## src/rtl/au_arb_pkg.sv

```systemverilog
// ============================================================================
// Module  : au_arb_pkg
// Brief   : Shared encodings and helpers for the arithmetic-unit arbiter.
// Revision: 1.0 - initial release
// ============================================================================
`default_nettype none

package au_arb_pkg;

   // Prefix-OR architecture selectors, shared with AU_prefix_or
   localparam int c_ARCH_SERIAL     = 0;
   localparam int c_ARCH_SKLANSKY   = 1;
   localparam int c_ARCH_BRENT_KUNG = 2;

   typedef enum logic [0:0] {
      ST_IDLE  = 1'b0,
      ST_GRANT = 1'b1
   } arb_state_t;

   function automatic int clog2(input int n);
      int r;
      r = 0;
      for (int i = 0; i < 31; i++) begin
         if ((1 << i) < n) r = i + 1;
      end
      return r;
   endfunction

endpackage

`default_nettype wire

```

## src/rtl/AU_prefix_or.sv

```systemverilog
// ============================================================================
// Module  : AU_prefix_or
// Brief   : Upward propagate-OR: y[i] = |x[i:0], with selectable network.
// Revision: 1.0 - initial release
// ============================================================================
`default_nettype none

module AU_prefix_or
   import au_arb_pkg::*;
#(
   parameter int WIDTH = 4,
   parameter int ARCH  = c_ARCH_SERIAL
) (
   input  logic [WIDTH-1:0] x,
   output logic [WIDTH-1:0] y
);

   localparam int c_LVLS = clog2(WIDTH);

   generate
      if (ARCH == c_ARCH_SKLANSKY) begin : g_sklansky
         logic [WIDTH-1:0] w_s;
         // Each level reads bits whose level bit is clear, so in-place update is safe
         always_comb begin
            w_s = x;
            for (int l = 0; l < c_LVLS; l++) begin
               for (int i = 0; i < WIDTH; i++) begin
                  if (((i >> l) & 1) == 1) begin
                     w_s[i] = w_s[i] | w_s[((i >> l) << l) - 1];
                  end
               end
            end
         end
         assign y = w_s;
      end else if (ARCH == c_ARCH_BRENT_KUNG) begin : g_brent_kung
         logic [WIDTH-1:0] w_s;
         always_comb begin
            w_s = x;
            for (int l = 0; l < c_LVLS; l++) begin
               for (int i = 0; i < WIDTH; i++) begin
                  if (((i + 1) % (1 << (l + 1))) == 0) begin
                     w_s[i] = w_s[i] | w_s[i - (1 << l)];
                  end
               end
            end
            for (int l = c_LVLS - 2; l >= 0; l--) begin
               for (int i = 0; i < WIDTH; i++) begin
                  if ((((i + 1) % (1 << (l + 1))) == (1 << l)) && (i >= (1 << (l + 1)))) begin
                     w_s[i] = w_s[i] | w_s[i - (1 << l)];
                  end
               end
            end
         end
         assign y = w_s;
      end else begin : g_serial
         logic [WIDTH-1:0] w_s;
         always_comb begin
            w_s = x;
            for (int i = 1; i < WIDTH; i++) begin
               w_s[i] = w_s[i] | w_s[i-1];
            end
         end
         assign y = w_s;
      end
   endgenerate

endmodule

`default_nettype wire

```

## src/rtl/au_rr_arbiter.sv

```systemverilog
// ============================================================================
// Module  : au_rr_arbiter
// Brief   : Round-robin arbiter with held grants and optional max-hold rotation.
// Revision: 1.0 - initial release
// ============================================================================
`default_nettype none

module au_rr_arbiter
   import au_arb_pkg::*;
#(
   parameter int WIDTH    = 4,
   parameter int ARCH     = 0,
   parameter int MAX_HOLD = 0,
   localparam int c_IDX_W = (clog2(WIDTH) > 1) ? clog2(WIDTH) : 1
) (
   input  logic               clk,
   input  logic               rst_n,
   input  logic [WIDTH-1:0]   req,
   output logic [WIDTH-1:0]   gnt,
   output logic               gnt_vld,
   output logic [c_IDX_W-1:0] gnt_idx
);

   localparam int c_CNT_W = (MAX_HOLD > 0) ? clog2(MAX_HOLD + 1) : 1;

   generate
      if ((WIDTH < 1) || (ARCH < 0) || (ARCH > 2) || (MAX_HOLD < 0)) begin : g_bad_params
         $fatal(1, "au_rr_arbiter: illegal WIDTH/ARCH/MAX_HOLD");
      end
   endgenerate

   function automatic logic [c_IDX_W-1:0] onehot_to_idx(input logic [WIDTH-1:0] oh);
      logic [c_IDX_W-1:0] idx;
      idx = '0;
      for (int i = 0; i < WIDTH; i++) begin
         if (oh[i]) idx = idx | c_IDX_W'(i);
      end
      return idx;
   endfunction

   arb_state_t         r_state, w_state_nxt;
   logic [WIDTH-1:0]   r_gnt, w_gnt_nxt;
   logic [c_IDX_W-1:0] r_ptr, w_ptr_nxt, r_idx;
   logic               r_vld;
   logic [c_CNT_W-1:0] r_cnt, w_cnt_nxt;

   logic [WIDTH-1:0]   w_sel_v, w_ptr_oh, w_mask_po, w_mask, w_cand, w_win_po, w_win;
   logic [c_IDX_W-1:0] w_win_idx;
   logic               w_held, w_others, w_at_limit, w_take;

   // While granted the pointer equals the holder, so one selector serves both states
   assign w_sel_v  = (r_state == ST_GRANT) ? (req & ~r_gnt) : req;
   assign w_ptr_oh = WIDTH'(1) << r_ptr;

   AU_prefix_or #(.WIDTH(WIDTH), .ARCH(ARCH)) u_mask_po (
      .x (w_ptr_oh),
      .y (w_mask_po)
   );

   assign w_mask = w_mask_po << 1;
   assign w_cand = ((w_sel_v & w_mask) != '0) ? (w_sel_v & w_mask) : w_sel_v;

   AU_prefix_or #(.WIDTH(WIDTH), .ARCH(ARCH)) u_win_po (
      .x (w_cand),
      .y (w_win_po)
   );

   assign w_win      = w_win_po & ~(w_win_po << 1);
   assign w_win_idx  = onehot_to_idx(w_win);
   assign w_held     = |(req & r_gnt);
   assign w_others   = |(req & ~r_gnt);
   assign w_at_limit = (MAX_HOLD > 0) && (r_cnt == c_CNT_W'(MAX_HOLD));

   always_comb begin
      w_state_nxt = r_state;
      w_gnt_nxt   = r_gnt;
      w_ptr_nxt   = r_ptr;
      w_cnt_nxt   = r_cnt;
      w_take      = 1'b0;
      case (r_state)
         ST_IDLE: begin
            if (|req) w_take = 1'b1;
         end
         ST_GRANT: begin
            if (!w_held) begin
               if (|w_win) begin
                  w_take = 1'b1;
               end else begin
                  w_state_nxt = ST_IDLE;
                  w_gnt_nxt   = '0;
                  w_cnt_nxt   = '0;
               end
            end else if (w_at_limit && w_others) begin
               w_take = 1'b1;
            end else if ((MAX_HOLD > 0) && !w_at_limit) begin
               w_cnt_nxt = r_cnt + c_CNT_W'(1);
            end
         end
         default: begin
            w_state_nxt = ST_IDLE;
            w_gnt_nxt   = '0;
            w_cnt_nxt   = '0;
         end
      endcase
      if (w_take) begin
         w_state_nxt = ST_GRANT;
         w_gnt_nxt   = w_win;
         w_ptr_nxt   = w_win_idx;
         w_cnt_nxt   = (MAX_HOLD > 0) ? c_CNT_W'(1) : '0;
      end
   end

   always_ff @(posedge clk or negedge rst_n) begin
      if (!rst_n) begin
         r_state <= ST_IDLE;
         r_gnt   <= '0;
         r_vld   <= 1'b0;
         r_idx   <= '0;
         r_ptr   <= c_IDX_W'(WIDTH - 1);
         r_cnt   <= '0;
      end else begin
         r_state <= w_state_nxt;
         r_gnt   <= w_gnt_nxt;
         r_vld   <= |w_gnt_nxt;
         r_idx   <= onehot_to_idx(w_gnt_nxt);
         r_ptr   <= w_ptr_nxt;
         r_cnt   <= w_cnt_nxt;
      end
   end

   assign gnt     = r_gnt;
   assign gnt_vld = r_vld;
   assign gnt_idx = r_idx;

endmodule

`default_nettype wire

```

## config.mk

```make
export PLATFORM = sky130hd
export DESIGN_NAME = au_rr_arbiter
export DESIGN_NICKNAME = d
export VERILOG_FILES = /design/src/rtl/au_arb_pkg.sv /design/src/rtl/AU_prefix_or.sv /design/src/rtl/au_rr_arbiter.sv
export SDC_FILE = /design/constraint.sdc
export NUM_CORES = 1
export LEC_CHECK = 0
export BUFFER_PORTS_ARGS = -buffer_cell sky130_fd_sc_hd__buf_4
export CAP_MARGIN = 30
export CORE_AREA = 2 2 39 41
export CTS_BUF_LIST = sky130_fd_sc_hd__clkbuf_4 sky130_fd_sc_hd__clkbuf_8
export DETAILED_ROUTE_END_ITERATION = 10
export DIE_AREA = 0 0 41 43
export GPL_ROUTABILITY_DRIVEN = 0
export PLACE_DENSITY = 0.73
export SYNTH_ARGS = -nofsm -noshare
export SYNTH_HDL_FRONTEND = slang
export SYNTH_SLANG_ARGS = --single-unit
export TNS_END_PERCENT = 50
```

## constraint.sdc

```tcl
create_clock -name clk -period 4.3 [get_ports clk]
set_input_delay 0.215 -clock clk [delete_from_list [all_inputs] [get_ports clk]]
set_output_delay 0.215 -clock clk [all_outputs]
set_load 0.03 [all_outputs]
```

==> out/qor.yml <==
post-route-min-period_ps: 1990
vias: 500
netlist-cell-type-count: 34
clk_latency_ps: 270
r2r-end: "gnt_vld$_DFF_PN0_"
avgViaCountPerCell: 5.62
drt-initial-drc-count: 15
seq_area_um2: 253
power_density_nw_per_um2: 728
netlist.area_leader.share_pct: 34.4
avgSynthCellArea_um2: 10.2
r2r_cells: 6
die_w_um: 41
maxSlewHeadroom_pct: 68.8
synth_compound_area_share_pct: 33.8
reg2reg_from: "r_state$_DFF_PN0_"
synth-seq-area-share_pct: 43.4
clkTransAtPathRegs_ps: 60
cp-end-kind: "flop"
cts_num_sinks: 10
tns_ps: 0
peakVddDrop_uv: 295
dpl-instance-area_um2: 681
grt_max_degree: 11
syn-num-nets: 63
multi_input_area_um2: 299
fin_cells: 89
syn_inst: 57
area_delta_synth_final_pct: 23.9
synth-simple-area-share_pct: 15.7
muxShareOfSynthArea_pct: 1.94
clockBufferDepth: 2
wl_per_cell_um: 14.0
n_fill_cell: 131
whs_ps: 181
dr.pass1.iters: 6
rrSetupSlack_ps: 2310
worstPathCellList: "a21boi_2, a21o_1, a221o_1, nand4_1, a21boi_2, or3b_1"
cp-startpoint: "r_state$_DFF_PN0_"
htreeDepth: 1
dp_slack_ps: 2320
final_common_cell: "buf_4"
netlist.top_cell.by_area: "dfrtp_1"
synthTopCellsByArea: "dfrtp_1 (34%), dfstp_2 (9.0%), a21boi_2 (3.9%), a21boi_4 (3.2%), inv_1 (3.2%)"
max_freq_mhz: 504
antenna_found_initial: 0
fin_area_um2: 721
diodes: 0
core-area_um2: 1380
fin_ws_ps: 2310
setup_viol: 0
finalHoldViolations: 0
path_class: "reg -> reg"
post-cts-setup-buffers: 0
dp.cells: 84
cpPeakStageDelay_ps: 560
wirelength_mm: 1.25
initial_core_util_pct: 42.0
cap_violations: 0
post-dp-hpwl_um: 938
drc: 0
crit_required_ps: 4450
synth_top_family_by_area: "compound AO/OA/AOI/OAI gates"
grt_overflow_total: 0
synth_seq_cells: 10
hold_depth: 3
final_cell_mix: "buf_4 (12), dfrtp_1 (8), nand2_1 (5), inv_1 (5), clkbuf_4 (4)"
synth_adder_area_share_pct: 0
crit_end: "gnt_vld$_DFF_PN0_"
cp_max_fo: 9
worstPathArrival_ps: 2130
fp.dieH_um: 43
start_kind: "flop"
cp_common_cell: "a21boi_2"
synthXorXnorAreaFrac_pct: 0
io_buffers: 12
final_nets: 80
crit_slowest_cell: "dfrtp_1"
drtAntennaViolNets: 0
leakage_nw: 0.329
synth_warnings: 0
cts_tree: "yes"
cts.repair.resized: 0
power_uw: 525
drive_above_1_share_pct: 38.4
hold_class: "in -> reg"
report.final.slew_viol_count: 0
tightest_slew_ps: 464
rsz0062_at_grt: "false"
skew_ps: 2.02
clockRootBuffer: "clkbuf_4"
cts_hold_buf: 1
track_usage_pct: 17.6
syn_area_um2: 582
grt_pass1_wl_mm: 2.10
cts_buffers: 3
status: "finished clean"
dieArea_um2: 1760
final_util_pct: 52.1
rows: 14
io_pins: 13
post-route-period-util_pct: 46.2
grt_pass1_vias: 485
[logic make-up after synthesis]
logic type / Yosys count
multiplexers: 1
AO/OA/AOI/OAI: 23
flip-flops: 10
AND/OR/NAND/NOR: 17
buffers and inverters: 6
[synth_stat cells]
library cell and number:
a21bo_1 1, a21boi_1 1, a21boi_2 2, a21boi_4 1
a21o_1 1, a21oi_1 2, a21oi_2 1, a221o_1 1
a221oi_1 1, a222oi_1 1, a22o_1 1, a31oi_1 1
buf_6 1, dfrtp_1 8, dfstp_2 2, inv_1 5
mux2_1 1, nand2_1 5, nand2b_1 2, nand3_1 2
nand4_1 1, nor2_1 3, nor2_2 1, nor3_1 1
nor4_2 1, o211ai_1 1, o21a_2 1, o21ai_0 2
o21ai_1 1, o21ai_2 1, o221a_2 1, o22ai_1 1
o31a_2 1, or3b_1 1
[critical path: cells and delay by family (launching register included)]
family          cells  cell delay [ps]
simple gates        2              460
compound gates      4              840
flops               1              560
[power breakdown]
part | total (mW) | leakage, nW | switching (mW) | internal, mW
Clock | 0.0746 | 0.0184 | 0.0324 | 0.0422
Combinational | 0.269 | 0.193 | 0.155 | 0.114
Sequential | 0.182 | 0.118 | 0.0419 | 0.140
[routing by layer]
layer  vias to the layer above  GRT usage (%)  wire (µm)
li1                        246              -          -
met1                       232           22.4        523
met2                        17           26.6        610
met3                         5           3.14         75
met4                         0           10.0         37
met5                         -              0          0
[state kept, by name (all words and copies together), names as in the netlist]
signal and count:
gnt 4, gnt_idx 2, r_ptr 2, gnt_vld 1
r_state 1
[worst min-delay path by stage]
stage	startpoint	end
final	req[2]	r_state$_DFF_PN0_
after global routing	req[2]	r_state$_DFF_PN0_
after CTS	req[2]	r_state$_DFF_PN0_
after detailed placement	rst_n	gnt_idx[0]$_DFF_PN0_
after global placement	rst_n	gnt_idx[0]$_DFF_PN0_
after floorplan	rst_n	gnt[0]$_DFF_PN0_
[final cells by class]
class | count | area share [%]
clock buffers | 4 | 4.17
multi-input cells | 41 | 41.5
inverters | 5 | 2.60
well taps | 16 | 2.78
repair buffers | 13 | 13.9
flip-flops and latches | 10 | 35.1
Note: power is estimated with default switching activity, not from simulation.
